<file path="src/rtl/voice_allocator_if.sv">
// Event handshake bundle for voice_allocator: a 24-bit MIDI message with valid/ready.
// The source (master) holds event_in and event_valid_in until event_ready_out is seen high.
interface voice_allocator_if;
    logic [23:0] event_in;
    logic        event_valid_in;
    logic        event_ready_out;

    modport master (output event_in, output event_valid_in, input event_ready_out);
    modport slave  (input event_in, input event_valid_in, output event_ready_out);
endinterface

</file>
<file path="src/rtl/voice_allocator.sv">
// Polyphonic voice allocator: scans the voices one per cycle, then commits a NOTE_ON/NOTE_OFF
// (retrigger > free > oldest-steal). Optional sustain pedal behaviour under `SUSTAIN_PEDAL_EN.
module voice_allocator #(
    parameter int NUM_VOICES = 4,
    parameter int AGE_BITS   = 8
) (
    input  logic                    clk_in,
    input  logic                    rst_n_in,
    voice_allocator_if.slave        evt,
    output logic [NUM_VOICES*8-1:0] voice_pitch_out,
    output logic [NUM_VOICES*8-1:0] voice_vel_out,
    output logic [NUM_VOICES-1:0]   voice_gate_out,
    output logic [NUM_VOICES-1:0]   voice_trig_out,
    output logic                    steal_out
);
    localparam int IDX_W = $clog2(NUM_VOICES);
    localparam logic [IDX_W-1:0]    LAST_IDX = IDX_W'(NUM_VOICES - 1);
    localparam logic [AGE_BITS-1:0] AGE_MAX  = '1;

    typedef enum logic [1:0] {S_IDLE, S_SCAN, S_COMMIT} state_t;

    state_t              r_state, w_state_nxt;
    logic [7:0]          r_pitch [NUM_VOICES];
    logic [7:0]          r_vel   [NUM_VOICES];
    logic [AGE_BITS-1:0] r_age   [NUM_VOICES];
    logic [NUM_VOICES-1:0] r_gate, r_trig;
    logic                r_steal;

    // Event latched at acceptance plus the running scan results.
    logic                r_is_on;
    logic [7:0]          r_note, r_evt_vel;
    logic [IDX_W-1:0]    r_idx, r_match_idx, r_free_idx, r_old_idx;
    logic                r_match_vld, r_free_vld, r_old_vld;
    logic [AGE_BITS-1:0] r_old_age;

    logic [7:0]          w_status, w_d1, w_d2;
    logic                w_accept, w_note_on, w_note_off, w_all_off, w_free_cand, w_steal;
    logic [IDX_W-1:0]    w_target;

`ifdef SUSTAIN_PEDAL_EN
    logic                r_pedal;
    logic [NUM_VOICES-1:0] r_sus;
    logic                w_pedal_cc;
    assign w_pedal_cc  = (w_status == 8'hB0) && (w_d1 == 8'h40);
    assign w_free_cand = !r_gate[r_idx] || r_sus[r_idx];
`else
    assign w_free_cand = !r_gate[r_idx];
`endif

    assign w_status   = evt.event_in[23:16];
    assign w_d1       = evt.event_in[15:8];
    assign w_d2       = evt.event_in[7:0];
    assign w_accept   = evt.event_valid_in && (r_state == S_IDLE);
    // A NOTE_ON below note 12 has no phase-table entry and is swallowed.
    assign w_note_on  = (w_status == 8'h90) && (w_d2 != 8'd0) && (w_d1 >= 8'd12);
    assign w_note_off = (w_status == 8'h80) || ((w_status == 8'h90) && (w_d2 == 8'd0));
    assign w_all_off  = (w_status == 8'hB0) && (w_d1 == 8'h7B);

    assign evt.event_ready_out = (r_state == S_IDLE);
    assign voice_gate_out      = r_gate;
    assign voice_trig_out      = r_trig;
    assign steal_out           = r_steal;

    for (genvar gi = 0; gi < NUM_VOICES; gi++) begin : g_pack
        assign voice_pitch_out[8*gi +: 8] = r_pitch[gi];
        assign voice_vel_out[8*gi +: 8]   = r_vel[gi];
    end

    always_ff @(posedge clk_in or negedge rst_n_in) begin
        if (!rst_n_in) r_state <= S_IDLE;
        else           r_state <= w_state_nxt;
    end

    // NOTE: every signal written here gets a default first, so no path can infer a latch.
    always_comb begin
        w_state_nxt = r_state;
        case (r_state)
            S_IDLE:   if (w_accept && (w_note_on || w_note_off)) w_state_nxt = S_SCAN;
            S_SCAN:   if (r_idx == LAST_IDX) w_state_nxt = S_COMMIT;
            S_COMMIT: w_state_nxt = S_IDLE;
            default:  w_state_nxt = S_IDLE;
        endcase
    end

    always_comb begin
        w_target = r_old_idx;
        w_steal  = 1'b0;
        if (r_match_vld)     w_target = r_match_idx;
        else if (r_free_vld) w_target = r_free_idx;
        else                 w_steal  = 1'b1;
    end

    always_ff @(posedge clk_in or negedge rst_n_in) begin
        if (!rst_n_in) begin
            r_is_on     <= 1'b0;
            r_note      <= '0;
            r_evt_vel   <= '0;
            r_idx       <= '0;
            r_match_idx <= '0;
            r_free_idx  <= '0;
            r_old_idx   <= '0;
            r_match_vld <= 1'b0;
            r_free_vld  <= 1'b0;
            r_old_vld   <= 1'b0;
            r_old_age   <= '0;
        end else begin
            case (r_state)
                S_IDLE: if (w_accept && (w_note_on || w_note_off)) begin
                    r_is_on     <= w_note_on;
                    r_note      <= w_d1;
                    r_evt_vel   <= w_d2;
                    r_idx       <= '0;
                    r_match_vld <= 1'b0;
                    r_free_vld  <= 1'b0;
                    r_old_vld   <= 1'b0;
                end
                S_SCAN: begin
                    if (!r_match_vld && (r_pitch[r_idx] == r_note)) begin
                        r_match_vld <= 1'b1;
                        r_match_idx <= r_idx;
                    end
                    if (!r_free_vld && w_free_cand) begin
                        r_free_vld <= 1'b1;
                        r_free_idx <= r_idx;
                    end
                    // Strict compare keeps the lowest index on equal ages.
                    if (r_gate[r_idx] && (!r_old_vld || (r_age[r_idx] > r_old_age))) begin
                        r_old_vld <= 1'b1;
                        r_old_idx <= r_idx;
                        r_old_age <= r_age[r_idx];
                    end
                    r_idx <= r_idx + 1'b1;
                end
                default: ;
            endcase
        end
    end

    // NOTE: the per-voice arrays are small register files, so they take the async reset; a
    // reset mid-event must leave no stale voice behind.
    always_ff @(posedge clk_in or negedge rst_n_in) begin
        if (!rst_n_in) begin
            for (int i = 0; i < NUM_VOICES; i++) begin
                r_pitch[i] <= '0;
                r_vel[i]   <= '0;
                r_age[i]   <= '0;
            end
            r_gate  <= '0;
            r_trig  <= '0;
            r_steal <= 1'b0;
`ifdef SUSTAIN_PEDAL_EN
            r_pedal <= 1'b0;
            r_sus   <= '0;
`endif
        end else begin
            r_trig  <= '0;
            r_steal <= 1'b0;
            if (w_accept && w_all_off) begin
                r_gate <= '0;
                for (int i = 0; i < NUM_VOICES; i++) r_pitch[i] <= '0;
`ifdef SUSTAIN_PEDAL_EN
                r_sus <= '0;
`endif
            end
`ifdef SUSTAIN_PEDAL_EN
            if (w_accept && w_pedal_cc) begin
                r_pedal <= (w_d2 >= 8'd64);
                if (w_d2 < 8'd64) begin
                    for (int i = 0; i < NUM_VOICES; i++) begin
                        if (r_sus[i]) begin
                            r_gate[i]  <= 1'b0;
                            r_pitch[i] <= '0;
                        end
                    end
                    r_sus <= '0;
                end
            end
`endif
            if (r_state == S_COMMIT) begin
                if (r_is_on) begin
                    for (int i = 0; i < NUM_VOICES; i++) begin
                        if (IDX_W'(i) == w_target) begin
                            r_pitch[i] <= r_note;
                            r_vel[i]   <= r_evt_vel;
                            r_gate[i]  <= 1'b1;
                            r_age[i]   <= '0;
`ifdef SUSTAIN_PEDAL_EN
                            r_sus[i]   <= 1'b0;
`endif
                        end else if (r_gate[i] && (r_age[i] != AGE_MAX)) begin
                            r_age[i] <= r_age[i] + 1'b1;
                        end
                    end
                    r_trig[w_target] <= 1'b1;
                    r_steal          <= w_steal;
                end else if (r_match_vld) begin
`ifdef SUSTAIN_PEDAL_EN
                    if (r_pedal) r_sus[r_match_idx] <= 1'b1;
                    else
`endif
                    begin
                        r_gate[r_match_idx]  <= 1'b0;
                        r_pitch[r_match_idx] <= '0;
                        r_vel[r_match_idx]   <= r_evt_vel;
                    end
                end
            end
        end
    end
endmodule

</file>
<file path="src/flat_wrapper.sv">
// flat-port wrapper written by rule: the top's interface ports become plain ports
module voice_allocator_flat 
#(
    parameter int NUM_VOICES = 4,
    parameter int AGE_BITS   = 8
)
  (clk_in, rst_n_in, voice_pitch_out, voice_vel_out, voice_gate_out, voice_trig_out, steal_out, evt_event_in, evt_event_valid_in, evt_event_ready_out);
  voice_allocator_if evt_i ();
  input  logic clk_in;
  input  logic rst_n_in;
  output logic [NUM_VOICES*8-1:0] voice_pitch_out;
  output logic [NUM_VOICES*8-1:0] voice_vel_out;
  output logic [NUM_VOICES-1:0] voice_gate_out;
  output logic [NUM_VOICES-1:0] voice_trig_out;
  output logic steal_out;
  input wire logic [$bits(evt_i.event_in)-1:0] evt_event_in;
  input wire logic [$bits(evt_i.event_valid_in)-1:0] evt_event_valid_in;
  output wire logic [$bits(evt_i.event_ready_out)-1:0] evt_event_ready_out;
  assign evt_i.event_in = evt_event_in;
  assign evt_i.event_valid_in = evt_event_valid_in;
  assign evt_event_ready_out = evt_i.event_ready_out;
  voice_allocator #(.NUM_VOICES(NUM_VOICES), .AGE_BITS(AGE_BITS)) u_core (.clk_in(clk_in), .rst_n_in(rst_n_in), .evt(evt_i), .voice_pitch_out(voice_pitch_out), .voice_vel_out(voice_vel_out), .voice_gate_out(voice_gate_out), .voice_trig_out(voice_trig_out), .steal_out(steal_out));
endmodule
</file>
<file path="config.mk">
export PLATFORM = sky130hd
export DESIGN_NAME = voice_allocator_flat
export DESIGN_NICKNAME = d
export VERILOG_FILES = /design/src/rtl/voice_allocator_if.sv /design/src/rtl/voice_allocator.sv /design/src/flat_wrapper.sv
export SDC_FILE = /design/constraint.sdc
export NUM_CORES = 1
export LEC_CHECK = 0
export BUFFER_PORTS_ARGS = -buffer_cell sky130_fd_sc_hd__buf_4
export CAP_MARGIN = 20
export CORE_ASPECT_RATIO = 1.75
export CORE_MARGIN = 1
export CORE_UTILIZATION = 50
export CTS_BUF_LIST = sky130_fd_sc_hd__clkbuf_16
export CTS_CLUSTER_SIZE = 16
export DETAILED_ROUTE_END_ITERATION = 6
export GPL_TIMING_DRIVEN = 0
export PLACE_DENSITY_LB_ADDON = 0.08
export SLEW_MARGIN = 20
export SYNTH_ARGS = -nofsm -noshare
export SYNTH_HDL_FRONTEND = slang
export SYNTH_SLANG_ARGS = --single-unit
export TNS_END_PERCENT = 10
</file>
<file path="constraint.sdc">
create_clock -name clk_in -period 3.5 [get_ports clk_in]
set_input_delay 0.35 -clock clk_in [delete_from_list [all_inputs] [get_ports clk_in]]
set_output_delay 0.35 -clock clk_in [all_outputs]
set_load 0.1 [all_outputs]
</file>
After elaboration in Yosys (flattened, before gate mapping)
Cells that the tools add are included.
Widths: inputs -> output; s select.
{ "classes": {"addsub": 5, "n_lt_le_gt_ge": 10, "eq_ne": 24, "muxes": 65, "bitwise_logic": 6, "reduce_logical": 51} }
{ "ops": {"columns": ["cell", "n"], "rows": [
  ["$mux 32", 6],
  ["$mux 8", 21],
  ["$reduce_and 3->1", 11],
  ["$add 8x1->8 const B", 4],
  ["$and 32x32->32", 1],
  ["$bmux 8 s2", 2],
  ["$bwmux 32", 1],
  ["$ne 8x8->1 const B", 4],
  ["$not 32->32", 1],
  ["$eq 8x8->1 const B", 3],
  ["$mux 4", 6],
  ["$logic_and 1x1->1", 17],
  ["$demux 8 s2", 1],
  ["$mux 1", 15],
  ["$reduce_and 2->1", 6],
  ["$reduce_bool 2->1", 6],
  ["$mux 2", 5],
  ["$ne 2x1->1 const B", 5],
  ["$lt 2x3->1 const B", 3],
  ["$eq 8x7->1 const B", 1],
  ["$eq 8x8->1", 1],
  ["$ge 8x4->1 const B", 1],
  ["$gt 8x8->1", 1],
  ["$logic_not 8->1", 1],
  ["20 further kinds", 38]
]} }
{ "totals": {"register_bits": 143, "inputBits": 27, "out_inout_bits": 74} }

Depth between registers and ports, before layout
Gate-level depths: netlist of run 1.
{ "logic_depth": {"ltp_word": 10, "ltp_mapped": 13} }

Worst setup path before layout of run 1
Ideal clock, no wire load.
{ "synth_timing": {"path_type": "flip-flop to flip-flop", "start": "register u_core.r_state[1]", "end": "register u_core.r_note[0]", "setup_ns": 0.128, "t_arrival_ns": 2.966, "required_ns": 3.372, "path_slack_ns": 0.407, "stages_incl_launch_ff": 7, "path_cell_list": "dfrtp_1 > nor2_1 > nand4_1 > nor3_2 > o21ai_1 > buf_2 > mux2_1"} }
{ "synth_between": {"elab_chain_cells": 4} }
{ "synth_lines": {"columns": ["item", "line", "rtl"], "rows": [
  ["start: declaration", "voice_allocator.sv:22", "state_t r_state, w_state_nxt;"],
  ["start signal: assignment", "voice_allocator.sv:71", "else r_state <= w_state_nxt;"],
  ["$logic_not 2->1 (*)", null, null],
  ["named net evt_event_ready_out", "flat_wrapper.sv:18", "output wire logic [$bits(evt_i.event_ready_out)-1:0] evt_event_ready_out;"],
  ["$logic_and 1x1->1", "voice_allocator.sv:53", "assign w_accept = evt.event_valid_in && (r_state == S_IDLE);"],
  ["$logic_and 1x1->1", "voice_allocator.sv:108", "S_IDLE: if (w_accept && (w_note_on || w_note_off)) begin"],
  ["$reduce_and 2->1 (no source line) (*)", null, null],
  ["end signal: assignment", "voice_allocator.sv:110", "r_note <= w_d1;"],
  ["end: declaration", "voice_allocator.sv:31", "logic [7:0] r_note, r_evt_vel;"]
]} }
Mark *: on every way through the listed nets, which the timed path passes. The rest lies on a longest branch.
A chain may end at the register's enable or synchronous reset.

Final worst setup path of run 1
{ "layout_timing": {"start": "register u_core.r_idx[1]", "end": "register u_core.r_old_age[5]"} }
{ "layout_between": {"elab_chain_cells": 8} }
{ "layout_lines": {"columns": ["item", "line", "rtl"], "rows": [
  ["start: declaration", "voice_allocator.sv:32", "logic [IDX_W-1:0] r_idx, r_match_idx, r_free_idx, r_old_idx;"],
  ["start signal: assignment", "voice_allocator.sv:132", "r_idx <= r_idx + 1'b1;"],
  ["$not 2->3 (not written as such)", "voice_allocator.sv:127, voice_allocator.sv:130", null],
  ["$bmux 8 s2", "voice_allocator.sv:127, voice_allocator.sv:130", null],
  ["$mux 8 (not written as such) (2 in a row)", "voice_allocator.sv:127, voice_allocator.sv:130", null],
  ["$gt 8x8->1", "voice_allocator.sv:127", "if (r_gate[r_idx] && (!r_old_vld || (r_age[r_idx] > r_old_age))) begin"],
  ["$logic_or 1x1->1", "voice_allocator.sv:127", null],
  ["$logic_and 1x1->1", "voice_allocator.sv:127", null],
  ["$reduce_and 2->1 (no source line)", null, null],
  ["end signal: assignment", "voice_allocator.sv:130", "r_old_age <= r_age[r_idx];"],
  ["end: declaration", "voice_allocator.sv:34", "logic [AGE_BITS-1:0] r_old_age;"]
]} }
Several ways; a longest one is shown, not always the timed one. The select of a mux whose other input is x is not followed.

==> results of run 1 <==
timing repair:
item	in CTS	in global routing
hold buffers	1	0
endpoints found under the hold margin	62	0
endpoints found under the setup margin	9	0
power by group through the flow:
stage,Clock [mW],Sequential (mW),Combinational [mW]
global placement,0,1.81,0.736
CTS,1.88,1.78,0.741
detailed placement,0,1.81,0.750
finish,1.85,1.78,0.736
floorplan,0,1.85,0.476
global route,1.94,1.79,0.788
per-stage QoR:
stage / setup TNS, ns / cell area (um2) / setup WS [ns]
finish: 0 / 8580 / 0.303
CTS: 0 / 8580 / 0.271
detailed placement: -0.118 / 7980 / -0.0338
global placement: 0 / 7940 / 0.0135
global route: 0 / 8580 / 0.156
floorplan: 0 / 6970 / 0.407
critical path, cell delays in order (launching register included):
cell and delay (ns):
dfrtp_1 0.34, buf_2 0.29, buf_6 0.29, mux4_1 0.40
ha_1 0.33, nor2b_1 0.13, o21a_1 0.16, o21ai_1 0.11
a21oi_1 0.07, o41a_1 0.39, buf_2 0.22, mux2_1 0.34
layer usage:
layer  wire, um  global-route usage [%]  vias up  share of wire, %
met3        900                    5.19       42               4.9
met2       9750                    47.3      186                53
met1       6950                    30.4     2664                38
met4        738                    13.9        0               4.0
met5          0                       0        -                 0
li1           -                       -     2475                 -
Yosys cell counts (all sizes together):
library cell,instances
dfrtp,143
nand2,87
mux2,60
nand3,46
a21oi,45
nor2,43
xor2,25
buf,21
o21ai,20
inv,18
ha,13
mux4,13
nand4,11
nor3,11
mux2i,10
clkbuf,8
xnor2,6
or3,5
a32o,4
nand2b,4
o31ai,4
or4,4
a21o,3
nor2b,3
o21a,3
o31a,3
o41ai,3
and2,2
nor4,2
or2,2
a2111oi,1
a211oi,1
a21boi,1
a31oi,1
and3,1
and4bb,1
nand3b,1
nand4b,1
o311a,1
o41a,1
registers in the layout, indices dropped and copies added (netlist names), 2 cells and up:
| name | flops |
|---|---|
| u_core.r_old_age | 8 |
| u_core.r_evt_vel | 8 |
| u_core.r_age | 32 |
| u_core.voice_vel_out | 32 |
| u_core.r_state | 2 |
| u_core.r_match_idx | 2 |
| u_core.r_old_idx | 2 |
| u_core.voice_gate_out | 4 |
| u_core.voice_trig_out | 4 |
| u_core.r_free_idx | 2 |
| u_core.voice_pitch_out | 32 |
| u_core.r_note | 8 |
| u_core.r_idx | 2 |
final timing paths:
kind / to / slack (ns)
hold reg to reg: u_core.r_old_age[7] / 0.49
setup / recovery: u_core.r_old_age[5] / 0.30
setup reg to reg: u_core.r_old_age[5] / 0.30
hold / removal: u_core.r_evt_vel[6] / 0.15
min in group asynchronous: u_core.r_age[10] / 0.45
max in group asynchronous: u_core.voice_vel_out[16] / 2.27
layout make-up:
cell class | count | area, um2
buffer | 27 | 146
clock buffer | 17 | 425
clock inverter | 15 | 174
fill | 1093 | 4940
inverter | 18 | 67.6
multi-input combinational | 442 | 3180
sequential | 143 | 3580
tap | 174 | 218
timing repair buffer | 102 | 796
kinds of logic (layout without fill, tap and decap cells):
| group | after synthesis | in the layout | share of synthesized area, % |
|---|---|---|---|
| and+or+nand+nor | 224 | 224 | 15.5 |
| DFF | 143 | 143 | 51.4 |
| xor gates and xnor gates | 31 | 31 | 3.90 |
| buffers and inverters | 47 | 179 | 3.18 |
| muxes | 83 | 83 | 15.6 |
| AOI/OAI and AO/OA | 91 | 91 | 8.19 |
| adders and majority gates | 13 | 13 | 2.33 |
placed cells by master, fill, tap and decap left out, types with 3 or more instances in the layout:
master,count
dfrtp_1,143
buf_4,102
nand2_1,84
mux2_1,53
nand3_1,45
a21oi_1,45
nor2_1,38
xor2_1,25
clkbuf_16,17
buf_2,15
inv_1,14
ha_1,13
o21ai_0,12
nand4_1,11
mux4_2,10
mux2i_1,10
clkbuf_1,7
nor3_1,6
xnor2_1,6
mux2_2,6
or3_1,5
nor3_2,5
o21ai_1,5
inv_6,5
nand2b_1,4
inv_2,4
or4_1,4
nor2_4,4
o31ai_1,4
a32o_1,4
mux4_1,3
nand2_2,3
o31a_1,3
o41ai_1,3
nor2b_1,3
a21o_1,3
inv_8,3
clkinvlp_4,3
==> metrics, run 1 <==
setup bufs post-CTS=0; Final Power=4.37 mW; Worst-path clk slew=0.07 ns; Routed WL=18.3 mm; endpoints failing hold=0; clock latency on the worst-skew pair=0.42 ns; dominant cell type by area after synthesis=dfrtp_1; status=completed; CP startpoint=u_core.r_idx[1]; RD Place Congestion=0.858; dpl cells=907; logic gate share of total power=16.8%; PwrDens=509 nW/um2; Resized cells post-CTS=0; Setup Viol. Count Final=0; Final min period=3.20 ns; Seq pwr share=40.8%; Vias/cell=5.72; core area=13500 um2; I/O pin cnt=101; Least-Margin Pin Slew=0.802 ns; Period Utilization, post-route=91.4%; power share of the clock group=42.4%; post-synthesis instance total=632; P_leak=4.13 nW; Starting Density=51.5%; hold_ws=0.146 ns; Final Core Density=63.5%; WP data arrival=3.50 ns; drt pass-1 iters=4; post-synthesis sequential area ratio=51.4%; Port-buffer cells=100; CTS tree=built; Clock Path Buffers=2; worst path required time=3.80 ns; initial DRC count=312; final non-filler cell total=938; FP Rows=56; NumNets Final=791; CTS sink cnt=143; sw frac=29.5%; maximum vdd ir drop=0.000317 V; Die Wd=91.2 um; die area=14400 um2; RSZ-0062 raised after global routing=no; Root Buffer=clkbuf_16; maxcap violations=0; CP max FO=19; Mapped Nets=672; share of cells above drive strength 1=25.5%; Yosys cell types=57; startpoint types=flip-flop; sw power=1.29 mW; Critical Path End Type=flip-flop; die boundary height=158 um; Hold WC Path Type=in -> reg; H-tree depth=4; clk_skew=0.0115 ns; number of global-route vias before repair=5482; headroom to the max-slew limit=46.3%; Wirelength per Cell=19.6 um; DRC Markers=0; Fmax=0.313 GHz; r2r startpoint=u_core.r_idx[1]; Hold Path Cell Cnt=2; Total GRT Usage=26.7%; Routed Antenna Nets=0; area delta synth->final=23.2%; FF+latch count, synth=143; r2r worst-path depth=11; Netlist Area Pre-Place=6970 um2; Vias=5367; Yosys top cell area share=51.4%; first-pass GRT wire length=28.8 mm; initial antenna violation count=0; n_diodes=0; remaining global-route overflow=0; pins over their slew limit=0; largest cells by area after synthesis=dfrtp_1 (51%), mux2_1 (8.6%), nand2_1 (4.5%); yosys warns=0; DP HPWL=13.4 mm; hold_sp=evt_event_in[6]; Syn Area/Cell=11.0 um2; TritonCTS buffer count=17; kind of critical path=reg -> reg; Pint=3.08 mW; largest net degree at the start of global routing=82
No activity file was read; power rests on OpenSTA's default activity.
==> inputs of run 2 (changes only) <==
CORE_UTILIZATION = 45   (was 50)
==> metrics, run 2 (synthesis results as in run 1) <==
status=completed; CTS tree=built; Vias=5405 (+0.71%); most frequent cells in the layout=dfrtp_1 (143), buf_4 (102), nand2_1 (84); Routed WL=18.9 mm (+2.9%); first-pass GRT wire length=30.1 mm (+4.5%); Die Wd=96.1 um (+5.3%); R2R Setup Slk=0.31 ns (about the same); clock latency on the worst-skew pair=0.42 ns (about the same); startpoint types=flip-flop; TritonCTS buffer count=17 (unchanged); final non-filler cell total=947 (+0.96%); Root Buffer=clkbuf_16; share of cells above drive strength 1=25.4% (-0.13 points); most common cell after layout, fill and taps aside=dfrtp_1; RD Place Congestion=0.843 (-1.7%); Routed Antenna Nets=0 (unchanged); die boundary height=167 um (+5.3%); pre-CTS setup slack=-0.0849 ns (-0.0511 ns); r2r worst-path depth=11 (unchanged); initial antenna violation count=0 (unchanged); I/O pin cnt=101 (unchanged); area delta synth->final=23.1% (about the same); worst path required time=3.79 ns (about the same); maxcap violations=0 (unchanged); Starting Density=46.5% (-5.0 points); r2r startpoint=u_core.r_idx[1]; dpl cells=916 (+0.99%); core area=15000 um2 (+11%); maximum vdd ir drop=0.000449 V (+41%); drt pass-1 iters=5 (+1); Final min period=3.19 ns (-0.0101 ns); die area=16000 um2 (+11%); worst setup path endpoint=u_core.r_old_age[4]; NumNets Final=791 (unchanged); r2r endpoint=u_core.r_old_age[4]; Least-Margin Pin Slew=0.799 ns (-0.00270 ns); Port-buffer cells=100 (unchanged); Final Core Density=57.3% (-6.2 points); PwrDens=502 nW/um2 (-1.3%); Critical Path End Type=flip-flop; Final Power=4.31 mW (-1.3%); remaining global-route overflow=0 (unchanged); Clock Path Buffers=2 (unchanged); kind of critical path=reg -> reg; pins over their slew limit=0 (unchanged); FP Rows=59 (+5.4%); largest net degree at the start of global routing=83 (+1.2%); filler instances=1359 (+24%); Fmax=0.314 GHz (+0.32%); number of global-route vias before repair=5590 (+2.0%); Period Utilization, post-route=91.1% (-0.29 points); Hold WC Path Type=in -> reg; H-tree depth=4 (unchanged); Total GRT Usage=25.3% (-1.4 points); clk_skew=0.0131 ns (+0.00156 ns); endpoints failing hold=0 (unchanged); CTS sink cnt=143 (unchanged); initial DRC count=227 (-27%); n_diodes=0 (unchanged); P_leak=4.12 nW (-0.11%); headroom to the max-slew limit=46.4% (+0.18 points); final setup margin=0.313 ns (+0.0101 ns); Vias/cell=5.71 (-0.25%); CP max FO=19 (unchanged); hold_ws=0.147 ns (+0.00136 ns); Wirelength per Cell=19.9 um (+2.0%); CP startpoint=u_core.r_idx[1]; Setup Viol. Count Final=0 (unchanged); DRC Markers=0 (unchanged); WP data arrival=3.48 ns (-0.02 ns); DP HPWL=13.8 mm (+3.2%); RSZ-0062 raised after global routing=no; Worst-path clk slew=0.06 ns (about the same)
## run 2: changes by cell type in the layout (fill, tap and decap cells not counted), sizes merged
cell / before / now
inv: 26 / 23
clkinv: 2 / 6
clkinvlp: 3 / 2
## run 2: cell type report
cell class                 count  area (um2)  share of cell area, %
tap                          183         229                   2.67
inverter                      18        67.6                  0.788
clock buffer                  17         425                   4.96
sequential                   143        3580                   41.7
clock inverter                15         159                   1.85
multi-input combinational    442        3180                   37.0
timing repair buffer         102         796                   9.28
buffer                        27         146                   1.71
## run 2: repair_timing
action	4_1_cts	5_1_grt
hold buffers	1	0
gates resized for setup	0	0
hold endpoints to repair	61	0
setup buffers	0	0
endpoints found under the setup margin	9	9
gates cloned	0	0
## run 2: layer usage
metal  up-vias  global-route usage (%)  part of all wire (%)
li1       2466                       -                     -
met1      2766                    28.7                    38
met2       142                    45.1                    56
met3        31                    4.29                   3.5
met4         0                    11.0                   3.1
met5         -                       0                     0
## run 2: worst max-delay path: stages (launching register included)
cell and delay (ns):
dfrtp_1 0.34, buf_2 0.28, buf_6 0.29, mux4_1 0.39
ha_1 0.34, nor2b_1 0.13, o21a_1 0.16, o21ai_1 0.11
a21oi_1 0.08, o41a_1 0.38, buf_2 0.21, mux2_1 0.34
## run 2: how the worst min path moves through the flow
stage,from,endpoint,slack (ns),depth (start not counted)
after global routing,evt_event_in[4],u_core.r_evt_vel[4],0.15,2
after detailed placement,rst_n_in,u_core.voice_trig_out[0],0.32,1
after global placement,u_core.r_old_age[5],u_core.r_old_age[5],0.47,1
after CTS,evt_event_in[12],u_core.r_note[4],0.15,3
final,evt_event_in[12],u_core.r_note[4],0.15,3
after floorplan,rst_n_in,u_core.r_age[0],0.05,0
## run 2: per-stage QoR
| step | TNS, ns | instance area, um2 |
|---|---|---|
| after CTS | 0 | 8580 |
| after detailed placement | -0.647 | 7990 |
| after floorplan | 0 | 6970 |
| after global placement | -0.103 | 7950 |
| final | 0 | 8580 |
| after global routing | 0 | 8580 |
## run 2: power breakdown
| part | internal (mW) | total [mW] | switching [mW] |
|---|---|---|---|
| sequential | 1.72 | 1.78 | 0.0624 |
| clock | 1.06 | 1.80 | 0.738 |
| combinational | 0.286 | 0.731 | 0.445 |
==> inputs of run 3 (changes only) <==
CORE_MARGIN = 2   (was 1)
CTS_CLUSTER_SIZE = 20   (was 16)
==> metrics, run 3 (synthesis results as in run 1) <==
slowest cell delay on critical path=0.41 ns (+0.02 ns); share of cells above drive strength 1=25.5% (+0.13 points); Hold Path Cell Cnt=2 (-1); setup bufs post-CTS=0 (unchanged); drt pass-1 iters=5 (unchanged); filler instances=1356 (-0.22%); RD Place Congestion=0.874 (+3.6%); Critical Path End Type=flip-flop; Worst path slowest cell=mux4_1; kind of critical path=reg -> reg; n_diodes=0 (unchanged); Final Core Density=56.4% (-0.87 points); most common cell after layout, fill and taps aside=dfrtp_1; endpoints failing hold=0 (unchanged); TritonCTS buffer count=17 (unchanged); hold_sp=evt_event_in[5]; maxcap violations=0 (unchanged); Hold WC Path Type=in -> reg; Most Frequent Cell on Critical Path=buf_2; headroom to the max-slew limit=50.2% (+3.7 points); CTS tree=built; initial DRC count=275 (+21%); die boundary height=169 um (+1.2%); die area=16500 um2 (+3.3%); Final Power=4.31 mW (about the same); number of global-route vias before repair=5578 (-0.21%); r2r endpoint=u_core.r_old_age[4]; Clock Path Buffers=2 (unchanged); WP data arrival=3.52 ns (+0.04 ns); DP HPWL=13.9 mm (+0.56%); Final min period=3.22 ns (+0.0320 ns); Root Buffer=clkbuf_16; core area=15200 um2 (+1.7%); DRC Markers=0 (unchanged); I/O pin cnt=101 (unchanged); R2R Setup Slk=0.28 ns (-0.03 ns); startpoint types=flip-flop; H-tree depth=4 (unchanged); Starting Density=45.7% (-0.77 points); PwrDens=501 nW/um2 (-0.20%); hold_ws=0.141 ns (-0.00619 ns); P_leak=4.13 nW (+0.16%); status=completed; Die Wd=98.1 um (+2.1%); CP max FO=19 (unchanged); RSZ-0062 raised after global routing=no; Worst-path clk slew=0.07 ns (about the same); FP Rows=60 (+1.7%); clock latency on the worst-skew pair=0.42 ns (about the same); remaining global-route overflow=0 (unchanged); Port-buffer cells=100 (unchanged); Routed WL=18.9 mm (+0.13%); first-pass GRT wire length=30.0 mm (about the same); Routed Antenna Nets=0 (unchanged); initial antenna violation count=0 (unchanged); Fmax=0.311 GHz (-0.99%); Setup Viol. Count Final=0 (unchanged); Total GRT Usage=23.6% (-1.7 points); area delta synth->final=23.3%; clk_skew=0.00961 ns (-0.00347 ns); r2r worst-path depth=11 (unchanged); Least-Margin Pin Slew=0.743 ns (-0.0556 ns); cells along the critical path=buf_2 -> buf_6 -> mux4_1 -> ha_1 -> nor2b_1 -> o21a_1 -> o21ai_1 -> a21oi_1 -> o41a_1 -> buf_2 -> mux2_1; most frequent cells in the layout=dfrtp_1 (143), buf_4 (102), nand2_1 (84); Vias=5392 (-0.24%); Wirelength per Cell=19.9 um (-0.19%); maximum vdd ir drop=0.000295 V (-34%); worst path required time=3.80 ns (about the same); NumNets Final=791 (unchanged); hold endpoint=u_core.r_evt_vel[5]; Period Utilization, post-route=92.0% (+0.91 points); largest net degree at the start of global routing=101 (+22%); r2r startpoint=u_core.r_idx[1]; Vias/cell=5.68 (-0.56%); CTS sink cnt=143 (unchanged); pins over their slew limit=0 (unchanged)
==> run 3: cell count changes in the layout (fill, tap and decap cells not counted) <==
cell	before	now
clkinv_8	0	3
clkinvlp_4	2	1
bufinv_16	2	0
clkinv_1	1	0
inv_8	0	6
clkinv_2	2	0
inv_6	5	4
clkinv_4	3	1
==> run 3: worst max path at each step <==
stage / slack, ns / to / start
finish: 0.28 / u_core.r_old_age[4] / u_core.r_idx[1]
global route: 0.15 / u_core.r_old_idx[0] / u_core.r_idx[1]
CTS: 0.25 / u_core.r_old_age[4] / u_core.r_idx[1]
detailed placement: -0.03 / u_core.r_old_age[4] / u_core.r_idx[1]
global placement: -0.03 / u_core.r_old_age[1] / u_core.r_idx[1]
floorplan: 0.41 / u_core.r_note[0] / u_core.r_state[1]
==> run 3: per-stage QoR <==
stage	worst slack (ns)	cells	TNS (ns)	instance area (um2)
global placement	-0.0300	918	-0.221	7950
detailed placement	-0.0309	919	-0.129	8000
CTS	0.250	950	0	8590
global route	0.150	950	0	8590
finish	0.281	950	0	8590
floorplan	0.407	632	0	6970
==> run 3: critical path, delay by kind of cell, from the launching register on <==
family          cells  cell delay (ns)
fa+ha+maj           1             0.35
buf+inv             3             0.77
flops               1             0.36
compound gates      4             0.73
mux                 2             0.75
simple gates        1             0.14
==> run 3: area by class of cell <==
type                            instances  area (um2)  area share, %
Inverter                               18        67.6          0.786
Tap cell                              186         233           2.71
Clock buffer                           17         425           4.95
Buffer                                 27         146           1.70
Timing Repair Buffer                  102         796           9.26
Sequential cell                       143        3580           41.6
Clock inverter                         15         168           1.95
Multi-Input combinational cell        442        3180           37.0
==> run 3: where the power goes <==
group	internal [mW]	switching, mW
clock	0.963	0.833
sequential	1.72	0.0649
combinational	0.286	0.442
==> run 3: per-layer routing <==
layer | vias to the layer above | GRT usage [%] | wire, um | share of wire (%)
met1 | 2704 | 25.8 | 6810 | 36
li1 | 2476 | - | - | -
met3 | 34 | 5.33 | 996 | 5.3
met5 | - | 0 | 0 | 0
met2 | 178 | 43.2 | 10400 | 55
met4 | 0 | 10.1 | 685 | 3.6
==> run 3: repair_timing <==
| item | CTS | global route |
|---|---|---|
| hold buffers | 1 | 0 |
| setup endpoints to repair | 9 | 0 |
| resized for setup | 0 | 0 |
| endpoints found under the hold margin | 43 | 0 |
